[config.mk]
export PLATFORM = sky130hd
export DESIGN_NAME = tis_port_ctrl
export DESIGN_NICKNAME = d
export VERILOG_FILES = /design/src/rtl/tis_port_ctrl_pkg.sv /design/src/rtl/tis_port_ctrl_dir_prio.sv /design/src/rtl/tis_port_ctrl.sv
export SDC_FILE = /design/constraint.sdc
export NUM_CORES = 1
export LEC_CHECK = 0
export CORE_MARGIN = 2
export CORE_UTILIZATION = 39
export CTS_CLUSTER_SIZE = 14
export DETAILED_ROUTE_END_ITERATION = 7
export HOLD_SLACK_MARGIN = 0.1
export PLACE_DENSITY_LB_ADDON = 0.05
export SLEW_MARGIN = 20
export SYNTH_ARGS = -nofsm -noshare
export SYNTH_HDL_FRONTEND = slang
export SYNTH_HIERARCHICAL = 1
export SYNTH_SLANG_ARGS = --single-unit
[constraint.sdc]
create_clock -name clk -period 2.74 [get_ports clk]
set_clock_uncertainty 0.2 [all_clocks]
set_input_delay 0.548 -clock clk [delete_from_list [all_inputs] [get_ports clk]]
set_output_delay 0.548 -clock clk [all_outputs]
set_load 0.02 [all_outputs]
[src/rtl/tis_port_ctrl_pkg.sv]
// Shared types and helpers for the TIS-100 node port sequencer.
// Operand codes, sequencer states and the direction-set decode.
package tis_port_ctrl_pkg;

    localparam int WORD_SIZE_DEFAULT = 11;

    // Port codes sit at 2..5 so that (code - 2) is the direction index.
    typedef enum logic [2:0] {
        SRC_NIL   = 3'd0,
        SRC_ACC   = 3'd1,
        SRC_LEFT  = 3'd2,
        SRC_RIGHT = 3'd3,
        SRC_UP    = 3'd4,
        SRC_DOWN  = 3'd5,
        SRC_ANY   = 3'd6,
        SRC_LAST  = 3'd7
    } src_t;

    typedef logic [1:0] dir_idx_t;

    typedef enum logic [1:0] {
        PS_IDLE = 2'd0,
        PS_RD   = 2'd1,
        PS_WR   = 2'd2,
        PS_DONE = 2'd3
    } port_state_t;

    function automatic logic src_is_port(src_t s);
        return (s >= SRC_LEFT);
    endfunction

    // LAST without a recorded direction yields an empty set, which the
    // sequencer treats as "complete immediately without a handshake".
    function automatic logic [3:0] src_to_mask(src_t s, dir_idx_t last_dir, logic last_valid);
        logic [3:0] m;
        m = 4'b0000;
        case (s)
            SRC_LEFT:  m = 4'b0001;
            SRC_RIGHT: m = 4'b0010;
            SRC_UP:    m = 4'b0100;
            SRC_DOWN:  m = 4'b1000;
            SRC_ANY:   m = 4'b1111;
            SRC_LAST:  if (last_valid) m = 4'b0001 << last_dir;
            default:   m = 4'b0000;
        endcase
        return m;
    endfunction

endpackage

[src/rtl/tis_port_ctrl_dir_prio.sv]
// Fixed-priority picker over the four link directions: LEFT wins over
// RIGHT over UP over DOWN. Produces a one-hot grant and its index.
module tis_dir_prio
    import tis_port_ctrl_pkg::*;
(
    input  logic [3:0] req,
    output logic [3:0] grant,
    output dir_idx_t   idx,
    output logic       hit
);

    always_comb begin
        grant = 4'b0000;
        idx   = 2'd0;
        hit   = 1'b0;
        casez (req)
            4'b???1: begin grant = 4'b0001; idx = 2'd0; hit = 1'b1; end
            4'b??10: begin grant = 4'b0010; idx = 2'd1; hit = 1'b1; end
            4'b?100: begin grant = 4'b0100; idx = 2'd2; hit = 1'b1; end
            4'b1000: begin grant = 4'b1000; idx = 2'd3; hit = 1'b1; end
            default: begin grant = 4'b0000; idx = 2'd0; hit = 1'b0; end
        endcase
    end

endmodule

[src/rtl/tis_port_ctrl.sv]
// Port side of one MOV-class transfer: optional blocking read from a link,
// optional blocking write to a link, with ANY/LAST direction resolution.
module tis_port_ctrl
    import tis_port_ctrl_pkg::*;
#(
    parameter int WORD_SIZE = WORD_SIZE_DEFAULT
) (
    input  logic                      clk,
    input  logic                      rst,
    input  logic                      req,
    input  src_t                      src,
    input  src_t                      dst,
    input  logic [WORD_SIZE-1:0]      imm,
    output logic                      busy,
    output logic                      done,
    output logic [WORD_SIZE-1:0]      res_data,
    input  logic [3:0]                in_valid,
    input  logic [3:0][WORD_SIZE-1:0] in_data,
    output logic [3:0]                in_ack,
    output logic [3:0]                out_valid,
    output logic [WORD_SIZE-1:0]      out_data,
    input  logic [3:0]                out_take,
    output logic [3:0]                out_ack,
    output dir_idx_t                  last_dir,
    output logic                      last_valid
);

    port_state_t          state, state_nxt;
    logic [WORD_SIZE-1:0] value, value_nxt;
    src_t                 src_q, src_nxt;
    src_t                 dst_q, dst_nxt;
    dir_idx_t             last_dir_nxt;
    logic                 last_valid_nxt;

    logic [3:0] rd_mask, wr_mask;
    logic [3:0] rd_grant, wr_grant;
    dir_idx_t   rd_idx, wr_idx;
    logic       rd_hit, wr_hit;

    // Target sets follow the live LAST record, so a read under ANY can
    // steer a LAST write later in the same operation.
    assign rd_mask = src_to_mask(src_q, last_dir, last_valid);
    assign wr_mask = src_to_mask(dst_q, last_dir, last_valid);

    tis_dir_prio u_rd_prio (
        .req   (in_valid & rd_mask),
        .grant (rd_grant),
        .idx   (rd_idx),
        .hit   (rd_hit)
    );

    tis_dir_prio u_wr_prio (
        .req   (out_take & wr_mask),
        .grant (wr_grant),
        .idx   (wr_idx),
        .hit   (wr_hit)
    );

    assign busy = (state != PS_IDLE);

    always_comb begin
        state_nxt      = state;
        value_nxt      = value;
        src_nxt        = src_q;
        dst_nxt        = dst_q;
        last_dir_nxt   = last_dir;
        last_valid_nxt = last_valid;
        in_ack         = 4'b0000;
        out_valid      = 4'b0000;
        out_ack        = 4'b0000;
        out_data       = '0;
        done           = 1'b0;
        res_data       = '0;

        case (state)
            PS_IDLE: begin
                if (req) begin
                    src_nxt = src;
                    dst_nxt = dst;
                    if (src_is_port(src)) begin
                        state_nxt = PS_RD;
                    end else if (src_is_port(dst)) begin
                        value_nxt = imm;
                        state_nxt = PS_WR;
                    end else begin
                        value_nxt = imm;
                        state_nxt = PS_DONE;
                    end
                end
            end

            PS_RD: begin
                in_ack = rd_grant;
                if (rd_hit) begin
                    value_nxt = in_data[rd_idx];
                    if (src_q == SRC_ANY) begin
                        last_dir_nxt   = rd_idx;
                        last_valid_nxt = 1'b1;
                    end
                    state_nxt = src_is_port(dst_q) ? PS_WR : PS_DONE;
                end else if (rd_mask == 4'b0000) begin
                    // Unresolved LAST reads as zero without blocking.
                    value_nxt = '0;
                    state_nxt = src_is_port(dst_q) ? PS_WR : PS_DONE;
                end
            end

            PS_WR: begin
                out_valid = wr_mask;
                out_data  = value;
                out_ack   = wr_grant;
                if (wr_hit) begin
                    if (dst_q == SRC_ANY) begin
                        last_dir_nxt   = wr_idx;
                        last_valid_nxt = 1'b1;
                    end
                    state_nxt = PS_DONE;
                end else if (wr_mask == 4'b0000) begin
                    state_nxt = PS_DONE;
                end
            end

            PS_DONE: begin
                done      = 1'b1;
                res_data  = value;
                state_nxt = PS_IDLE;
            end

            default: state_nxt = PS_IDLE;
        endcase
    end

    always_ff @(posedge clk) begin
        if (rst) begin
            state      <= PS_IDLE;
            value      <= '0;
            src_q      <= SRC_NIL;
            dst_q      <= SRC_NIL;
            last_dir   <= 2'd0;
            last_valid <= 1'b0;
        end else begin
            state      <= state_nxt;
            value      <= value_nxt;
            src_q      <= src_nxt;
            dst_q      <= dst_nxt;
            last_dir   <= last_dir_nxt;
            last_valid <= last_valid_nxt;
        end
    end

endmodule
== After elaboration in Yosys (flattened, before gate mapping) ==
Index checks and enable logic that the tools add are counted.
W data, S select, Z words.

* Bits in registers: 22
* Bits of input ports: 72
* Output and inout bits: 39
* Word-level logic and storage cells: 95

* Order comparisons: 4
* Equality and inequality tests: 29
* Shifts and indexed selects: 1
* Mux-type cells: 41
* Bitwise gates (word level): 2
* Reduce and logical (&&, ||, !) cells: 12

{| class="wikitable"
|+ Operators by type and width
! operator !! count
|-
| $mux W11 || 7
|-
| $pmux W4 S6 || 2
|-
| $pmux W4 S4 || 2
|-
| $eq A3 B3 Y1 const B || 10
|-
| $bmux W11 S2 || 1
|-
| $pmux W11 S2 || 1
|-
| $mux W2 || 10
|-
| $mux W4 || 4
|-
| $eq A3 B2 Y1 const B || 4
|-
| $pmux W2 S3 || 2
|-
| $ne A2 B2 Y1 const B || 5
|-
| $ge A3 B2 Y1 const B || 3
|-
| $mux W1 || 9
|-
| $and A4 B4 Y4 || 2
|-
| $eq A2 B2 Y1 const B || 4
|-
| $eq A4 B4 Y1 const B || 2
|-
| $logic_not A4 Y1 || 2
|-
| $pmux W2 S4 || 1
|-
| $reduce_or A4 Y1 || 2
|-
| $reduce_bool A2 Y1 || 3
|-
| $reduce_and A5 Y1 || 1
|-
| $pmux W2 S2 || 1
|-
| $reduce_and A4 Y1 || 1
|-
| $shl A1 B2 Y4 const A || 1
|-
| 9 further kinds || 9
|}

== Longest topological paths before layout ==
Gate-level depths: netlist of the first run.

* Depth after elaboration: 10
* Mapped depth: 9
* Mapped depth without buffers: 9

== Hierarchy ==
The synthesis of the first run kept the hierarchy.

{| class="wikitable"
|+ By module, submodules not included
! module !! instances !! cells each !! area an instance (um^2) !! seq. area each (um^2)
|-
| tis_port_ctrl || 1 || 222 || 1879.3 || 440.4
|-
| tis_dir_prio || 2 || 10 || 55.1 || 0.0
|}

== Worst setup path before layout of the first run ==
OpenSTA, ideal clock, no wires.

* Kind: flip-flop to flip-flop
* Start: reg last_valid
* End: reg value[4]
* Library setup time: 0.136 ns
* Arrival time: 2.222 ns
* Required time: 2.404 ns
* Slack: 0.182 ns
* Stages on the path, launching flop included: 10
* Path buffers: 1
* Period minus slack after synthesis: 2.558 ns
* Cell sequence: dfxtp_1 > nand3b_1 > nand3_1 > o2111a_1 > inv_1 > a21oi_1 > buf_6 > mux4_2 > nand3_1 > a311oi_2

* Cells in the longest elaborated chain, start to end: 9
* Elaborated cells between the ends (all ways): 16
* Those cells by class: eq/ne: 4; mux: 8; bitwise: 1; reduce/logical: 3

{| class="wikitable"
|+ Ends and longest elaborated chain
! what !! line !! RTL
|-
| start, declared || tis_port_ctrl.sv:25 || <nowiki>output logic last_valid</nowiki>
|-
| start signal, assigned || tis_port_ctrl.sv:147 || <nowiki>last_valid <= last_valid_nxt;</nowiki>
|-
| $mux W4 * || tis_port_ctrl_pkg.sv:43 || <nowiki>SRC_LAST: if (last_valid) m = 4'b0001 << last_dir;</nowiki>
|-
| $pmux W4 S6 * || tis_port_ctrl_pkg.sv:37 || <nowiki>case (s)</nowiki>
|-
| $and A4 B4 Y4 * || tis_port_ctrl.sv:46 || <nowiki>.req (in_valid & rd_mask),</nowiki>
|-
| $eq A4 B4 Y1 (tied with other cells) || tis_port_ctrl_dir_prio.sv:16 || <nowiki>casez (req)</nowiki>
|-
| $pmux W2 S3 * || tis_port_ctrl_dir_prio.sv:16 ||
|-
| net rd_idx[0] || tis_port_ctrl.sv:37 || <nowiki>dir_idx_t rd_idx, wr_idx;</nowiki>
|-
| $bmux W11 S2 * || tis_port_ctrl.sv:95 || <nowiki>value_nxt = in_data[rd_idx];</nowiki>
|-
| $mux W11 (implied by the code) * || tis_port_ctrl.sv:95 ||
|-
| $mux W11 * || tis_port_ctrl.sv:94 || <nowiki>if (rd_hit) begin</nowiki>
|-
| $pmux W11 S2 * || tis_port_ctrl.sv:75 || <nowiki>case (state)</nowiki>
|-
| end signal, assigned || tis_port_ctrl.sv:143 || <nowiki>value <= value_nxt;</nowiki>
|-
| end, declared || tis_port_ctrl.sv:29 || <nowiki>logic [WORD_SIZE-1:0] value, value_nxt;</nowiki>
|}

The timed path passes the listed nets; every way through them passes the cells marked *. The select of a mux whose other input is x is not followed.
A chain may end at the register's enable or synchronous reset.

== Worst setup path in the final report of the first run ==
* Start: reg last_dir[0]
* End: reg last_dir[0]

* Cells in the longest elaborated chain, start to end: 9
* Elaborated cells between the ends (all ways): 26
* Those cells by class: eq/ne: 8; shift: 1; mux: 12; bitwise: 2; reduce/logical: 3

{| class="wikitable"
|+ Ends and longest elaborated chain
! what !! line !! RTL
|-
| start, declared || tis_port_ctrl.sv:24 || <nowiki>output dir_idx_t last_dir,</nowiki>
|-
| start signal, assigned || tis_port_ctrl.sv:146 || <nowiki>last_dir <= last_dir_nxt;</nowiki>
|-
| $shl A1 B2 Y4 * || tis_port_ctrl_pkg.sv:43 ||
|-
| $mux W4 * || tis_port_ctrl_pkg.sv:43 ||
|-
| $pmux W4 S6 * || tis_port_ctrl_pkg.sv:37 ||
|-
| $and A4 B4 Y4 * || tis_port_ctrl.sv:53 || <nowiki>.req (out_take & wr_mask),</nowiki>
|-
| $eq A4 B4 Y1 (tied with other cells) || tis_port_ctrl_dir_prio.sv:16 ||
|-
| $reduce_or A4 Y1 (no source line) * || - ||
|-
| $mux W1 * || tis_port_ctrl_dir_prio.sv:16 ||
|-
| net wr_hit || tis_port_ctrl.sv:38 || <nowiki>logic rd_hit, wr_hit;</nowiki>
|-
| $ne A2 B1 Y1 (no source line) * || - ||
|-
| $reduce_and A5 Y1 (no source line) * || - ||
|}

Marks and branches as above.

==> summary.txt, run 1 <==
Row cnt: 25
Peak VDD IR: 0.271 mV
Die area: 5690 µm²
Yosys top cell area share: 22.1%
First-pass DRT Iterations: 4
Max Fclk: 372 MHz
Fin Setup TNS: 0 ns
Iter 0 DRT Violations: 103
H-tree Lvls: 1
DR WL/cell: 14.6 µm
CP required: 2.67 ns
Fin. Hold Viols: 0
CTS tree: done
Fin. max-slew vios: 0
YS warnings: 6
Highest routed layer: met4
CP Launch Type: flip-flop
Period minus WS final: 2.69 ns
Core area: 4820 µm²
Clock Sinks: 22
Area growth, synth to finish: 73.0%
Via density: 5.23
Sequential Area: 444 µm²
GRT Total Usage: 21.6%
Post-Place Cells: 427
Status: complete, no violations
Most common flop cell mapped by yosys: dfxtp_1
Crit path launch: last_dir[0]
Die width: 75.4 µm
Metal1 wirelength: 2690 µm
Cts bufs inserted: 3
Die Y: 75.4 µm
Largest net degree at the start of global routing: 19
Metal3 WL: 463 µm
Clk Tree Root Cell: clkbuf_8
Relative slew slack: 63.6%
Crit path kind: reg2reg
Hold Startpoint: value[3]
Met2 wire length: 3060 µm
Setup crit end kind: flip-flop
Period utilisation layout: 98.1%
Top cells by area, synth: dfxtp_1 (22%), mux4_2 (12%), and2_1 (12%)
Mapped Cells: 242
Final setup viols: 0
Post-CTS Setup Inserts: 0
Reg-to-Reg Start: last_dir[0]
Fin cells: 431
First-pass GRT wire length: 9490 µm
FF+latch count, synth: 22
Final net count: 442
Number of max-cap violations: 0
Data arrival time of the critical path: 2.62 ns
Starting Density: 41.3%
Final ANT Viol Nets: 0
Filler Cell Count: 393
# hold bufs at CTS: 0
Leak: 1.30 nW
Area of the multi-input gates: 1490 µm²
Total number of vias: 2255
DP HPWL: 5080 µm
Worst min-delay path class: reg2reg
Vias in the first global route: 2085
I/O Buffers: 110
Ys async rst share: 0%
Cell Area, Synth: 1990 µm²
CP Max Fanout: 5
Number of antenna diodes: 0
Worst-Margin Slew: 0.545 ns
Syn nets: 319
DRC violations left: 0
Layout cell share with drive strength beyond 1: 20.1%
Synth area leader: dfxtp_1
Sequential share of the synthesized area: 22.1%
# IOs: 111
PwrDens: 581 nW/µm²
CTS clock-pin slew for the worst setup and hold paths: 0.08 ns
Antenna violations before repair: 0
Routed wire length: 6290 µm
Clock buffer depth: 2
Synth unique cells: 41
Congestion Overflow GR: 0
Fin util: 71.5%
Clk_lat worst skew: 0.26 ns
GP Congestion: 0.806
Synthesized area per cell: 8.22 µm²
EDFF count, synth: 0
kinds of logic (layout without fill, tap and decap cells):
family | Yosys count | count (layout) | synth area share, %
simple gates | 119 | 119 | 33.6
mux | 16 | 16 | 15.0
buf+inv | 29 | 151 | 6.79
fa+ha+maj | 5 | 5 | 3.14
compound gates | 51 | 51 | 19.2
flops | 22 | 22 | 22.1
synth_stat cells (3+ instances only):
cell type,number
and2_1,38
dfxtp_1,22
nand3_1,20
nor2_1,19
clkbuf_1,15
nand2_1,15
a21oi_1,14
mux4_2,11
o21bai_1,11
a311oi_1,10
ha_1,5
inv_1,5
nand2b_1,5
buf_2,4
mux2i_1,4
a311oi_2,3
nor3_1,3
nor3b_1,3
o21ai_0,3
or4_1,3
worst max-delay path: stages (launching register included):
cell	delay (ns)
dfxtp_2	0.35
buf_4	0.14
nand3b_1	0.11
a31oi_1	0.12
and2_4	0.19
buf_4	0.13
or4_4	0.54
and4b_1	0.22
mux2_4	0.31
a21oi_2	0.18
a311oi_2	0.07
stage by stage:
stage / instance area [µm²] / total power [mW] / hold slack, ns / setup slack (ns)
global route: 3440 / 2.13 / 0.328 / -0.0179
detailed placement: 3330 / 1.69 / 0.300 / -0.330
floorplan: 1990 / 1.23 / 0.280 / 0.182
global placement: 3330 / 1.67 / 0.298 / -0.266
CTS: 3400 / 1.94 / 0.311 / 0.0109
finish: 3440 / 2.00 / 0.308 / 0.0515
power breakdown:
| group | switching [mW] | internal [mW] | leakage [nW] |
|---|---|---|---|
| Clock | 0.103 | 0.128 | 0.0288 |
| Sequential | 0.101 | 0.421 | 0.181 |
| Combinational | 0.628 | 0.619 | 1.09 |
| Total | 0.833 | 1.17 | 1.30 |
cell type report:
type,count,share of cell area (%)
well taps,67,2.44
inverters,5,0.545
repair buffers,142,39.1
multi-input cells,191,43.4
flip-flops and latches,22,12.9
clock buffers,4,1.60
routing by layer:
metal  global-route usage, %  vias up
met3                    4.23        6
met2                    36.3       88
met1                    28.1     1031
li1                        -     1130
met4                    6.43        0
met5                       0        -
worst paths after layout:
check | end | slack, ns | cells past startpoint
setup reg to reg | last_dir[0] | 0.05 | 10
setup / recovery | last_dir[0] | 0.05 | 10
hold / removal | value[3] | 0.31 | 2
hold reg to reg | value[3] | 0.31 | 2
cell usage in the layout (no fill, tap or decap), types with 4 or more instances in the layout:
| master | n |
|---|---|
| a21oi_1 | 8 |
| a21oi_2 | 5 |
| a311oi_1 | 8 |
| a311oi_2 | 5 |
| and2_1 | 36 |
| buf_4 | 30 |
| clkbuf_8 | 4 |
| clkdlybuf4s50_1 | 101 |
| dfxtp_1 | 19 |
| dlygate4sd2_1 | 5 |
| ha_1 | 5 |
| inv_1 | 5 |
| mux2i_1 | 4 |
| mux4_2 | 11 |
| nand2_1 | 15 |
| nand2b_1 | 5 |
| nand3_1 | 20 |
| nor2_1 | 19 |
| o21bai_1 | 11 |
sequential cells by signal, indices dropped and copies added (netlist names):
| register | flops |
|---|---|
| src_q | 3 |
| last_valid | 1 |
| last_dir | 2 |
| value | 11 |
| dst_q | 3 |
| state | 2 |
repair_timing:
item	4_1_cts	5_1_grt
endpoints found under the setup margin	21	24
gates resized for setup	16	21
pin swaps	0	2
endpoints found under the hold margin	0	0
(Power assumes the default switching activity.)
==> run 2, diff against run 1 <==
--- a/config.mk
+++ b/config.mk
@@ -10,8 +10,7 @@
 export CTS_CLUSTER_SIZE = 14
 export DETAILED_ROUTE_END_ITERATION = 7
 export HOLD_SLACK_MARGIN = 0.1
-export PLACE_DENSITY_LB_ADDON = 0.05
-export SLEW_MARGIN = 20
+export PLACE_DENSITY = 0.92
 export SYNTH_ARGS = -nofsm -noshare
 export SYNTH_HDL_FRONTEND = slang
 export SYNTH_HIERARCHICAL = 1
==> run 2 against run 1 <==
  * Final area grew 1.1%
  * Clock power down 13%
  * First-iteration DRC count is 66% higher
  * Hold slack better by 0.0083 ns
  * Die area unchanged
  * Sequential share of layout area about the same
  * Sequential power is 3% higher
  * Non-clock buffer count decreased by 1
  * Routed wire length rose by 14%
  * Cell count down 0.46%
  * Register-to-register slack about the same
  * Sequential cell count is the same
==> summary.txt, run 2 (synthesis results as in run 1) <==
Via density: 5.51
CTS tree: done
DRC violations left: 0
CP Launch Type: flip-flop
Area of the multi-input gates: 1560 µm²
Metal3 WL: 432 µm
Peak VDD IR: 0.371 mV
Internal power: 1.16 mW
Die area: 5690 µm²
Worst path bufs/invs: 3
I/O Buffers: 110
Congestion Overflow GR: 0
Clock buffer depth: 2
Worst min-delay path class: reg2reg
Starting Density: 41.3%
Slowest cell on the critical path: dfxtp_2
CP Max Fanout: 7
Area of placed instances: 3300 µm²
Row cnt: 25
Worst path max stage delay: 0.37 ns
Critical Path Most Common Cell: buf_4
Critical path, cell by cell: nor3b_4 > buf_4 > nand2_1 > a21oi_1 > buf_4 > nor3b_1 > and2_1 > dlygate4sd2_1
# IOs: 111
Crit path kind: reg2out
Relative slew slack: 66.8%
Worst-Margin Slew: 0.497 ns
Fin. max-slew vios: 0
Number of max-cap violations: 0
GRT Total Usage: 23.4%
Final setup viols: 0
Cts bufs inserted: 3
Dpl ws: -0.371 ns
Antenna violations before repair: 0
Final WS setup: 0.0475 ns
Routed wire length: 7140 µm
Max Fclk: 371 MHz
Period minus WS final: 2.69 ns
H-tree Lvls: 1
First-pass DRT Iterations: 4
Fin util: 72.2%
Layout cell share with drive strength beyond 1: 22.7%
Filler Cell Count: 383
Largest register FFs: 11
Clock share of power: 9.8%
Highest routed layer: met4
Final net count: 441
Period utilisation layout: 98.3%
Data arrival time of the critical path: 1.94 ns
Clk_lat worst skew: 0.27 ns
Clk Tree Root Cell: clkbuf_8
Combinational share of power: 64.0%
Most frequent cells in the layout: clkdlybuf4s50_1 (102), and2_1 (37), buf_4 (30), nand3_1 (18), dfxtp_1 (18)
Fin cells: 429
CTS clock-pin slew for the worst setup and hold paths: 0.08 ns
Fin. Hold Viols: 0
CP top delay family: buffers and inverters
Core area: 4820 µm²
Fin Setup TNS: 0 ns
CP required: 1.99 ns
PwrDens: 594 nW/µm²
Met2 wire length: 3770 µm
DR WL/cell: 16.6 µm
Sequential Area: 448 µm²
Iter 0 DRT Violations: 171
Largest net degree at the start of global routing: 16
Sw Ratio: 43.7%
RSZ-0062 raised after global routing: true
Vias in the first global route: 2179
Metal1 wirelength: 2850 µm
Setup crit end kind: primary output
Status: complete, no violations
Die width: 75.4 µm
Final ANT Viol Nets: 0
Final Cell Area: 3480 µm²
Number of antenna diodes: 0
Most common cell after layout, fill and taps aside: clkdlybuf4s50_1
First-pass GRT wire length: 10300 µm
Net Sw Power: 0.902 mW
Clock Sinks: 22
Die Y: 75.4 µm
GP Congestion: 0.822
DP HPWL: 5410 µm
Total number of vias: 2364
Top Registers: value: 11 flops, dst_q: 3 flops, src_q: 3 flops
Area growth, synth to finish: 74.9%
Post-Place Cells: 425
Part of the power in registers: 26.2%
Leak: 1.27 nW
Largest reg by FF count: value
[run 2: changes by cell type in the layout (fill, tap and decap cells not counted), sizes merged]
cell,before,now
dlymetal6s2s,1,0
clkdlybuf4s15,0,2
buf,32,31
clkdlybuf4s50,101,102
clkbuf,7,6
dlygate4sd2,5,3
[run 2: through the flow]
stage | hold slack (ns) | power [mW]
2_1_floorplan | 0.280 | 1.23
3_5_place_dp | 0.303 | 1.68
3_3_place_gp | 0.301 | 1.63
5_1_grt | 0.365 | 2.19
6_report | 0.317 | 2.07
4_1_cts | 0.313 | 1.92
[run 2: worst paths after layout]
kind | start | endpoint | slack [ns] | cells past startpoint
worst max-delay path | last_dir[1] | in_ack[2] | 0.05 | 8
worst max register to register | last_valid | last_dir[1] | 0.06 | 9
worst min-delay path | value[1] | value[1] | 0.32 | 2
worst min register to register | value[1] | value[1] | 0.32 | 2
[run 2: power groups by stage]
stage	clock, mW	sequential (mW)	combinational (mW)
finish	0.202	0.540	1.32
global route	0.211	0.552	1.43
CTS	0.201	0.522	1.19
detailed placement	0	0.523	1.16
global placement	0	0.513	1.12
floorplan	0	0.501	0.728
[run 2: metal layers]
metal  GRT usage [%]  up-vias
li1                -     1126
met1            28.8     1134
met2            40.2       94
met3            5.56       10
met4            7.60        0
met5               0        -
[run 2: repair_timing]
item,CTS,global route
hold buffers,0,0
pin swaps,0,3
setup buffers,0,1
endpoints found under the setup margin,26,24
gates resized for setup,17,35
[run 2: cell type report]
type / count / area share, %
Clock buffer: 3 / 1.19
Sequential cell: 22 / 12.9
Inverter: 5 / 0.539
Multi-Input combinational cell: 191 / 44.8
Timing Repair Buffer: 141 / 38.2
Tap cell: 67 / 2.41
[run 2: tightest hold or removal path, cell delays in order, from the launching register on]
cell,delay (ns)
dfxtp_1,0.32
nor2_1,0.10
a311oi_1,0.05
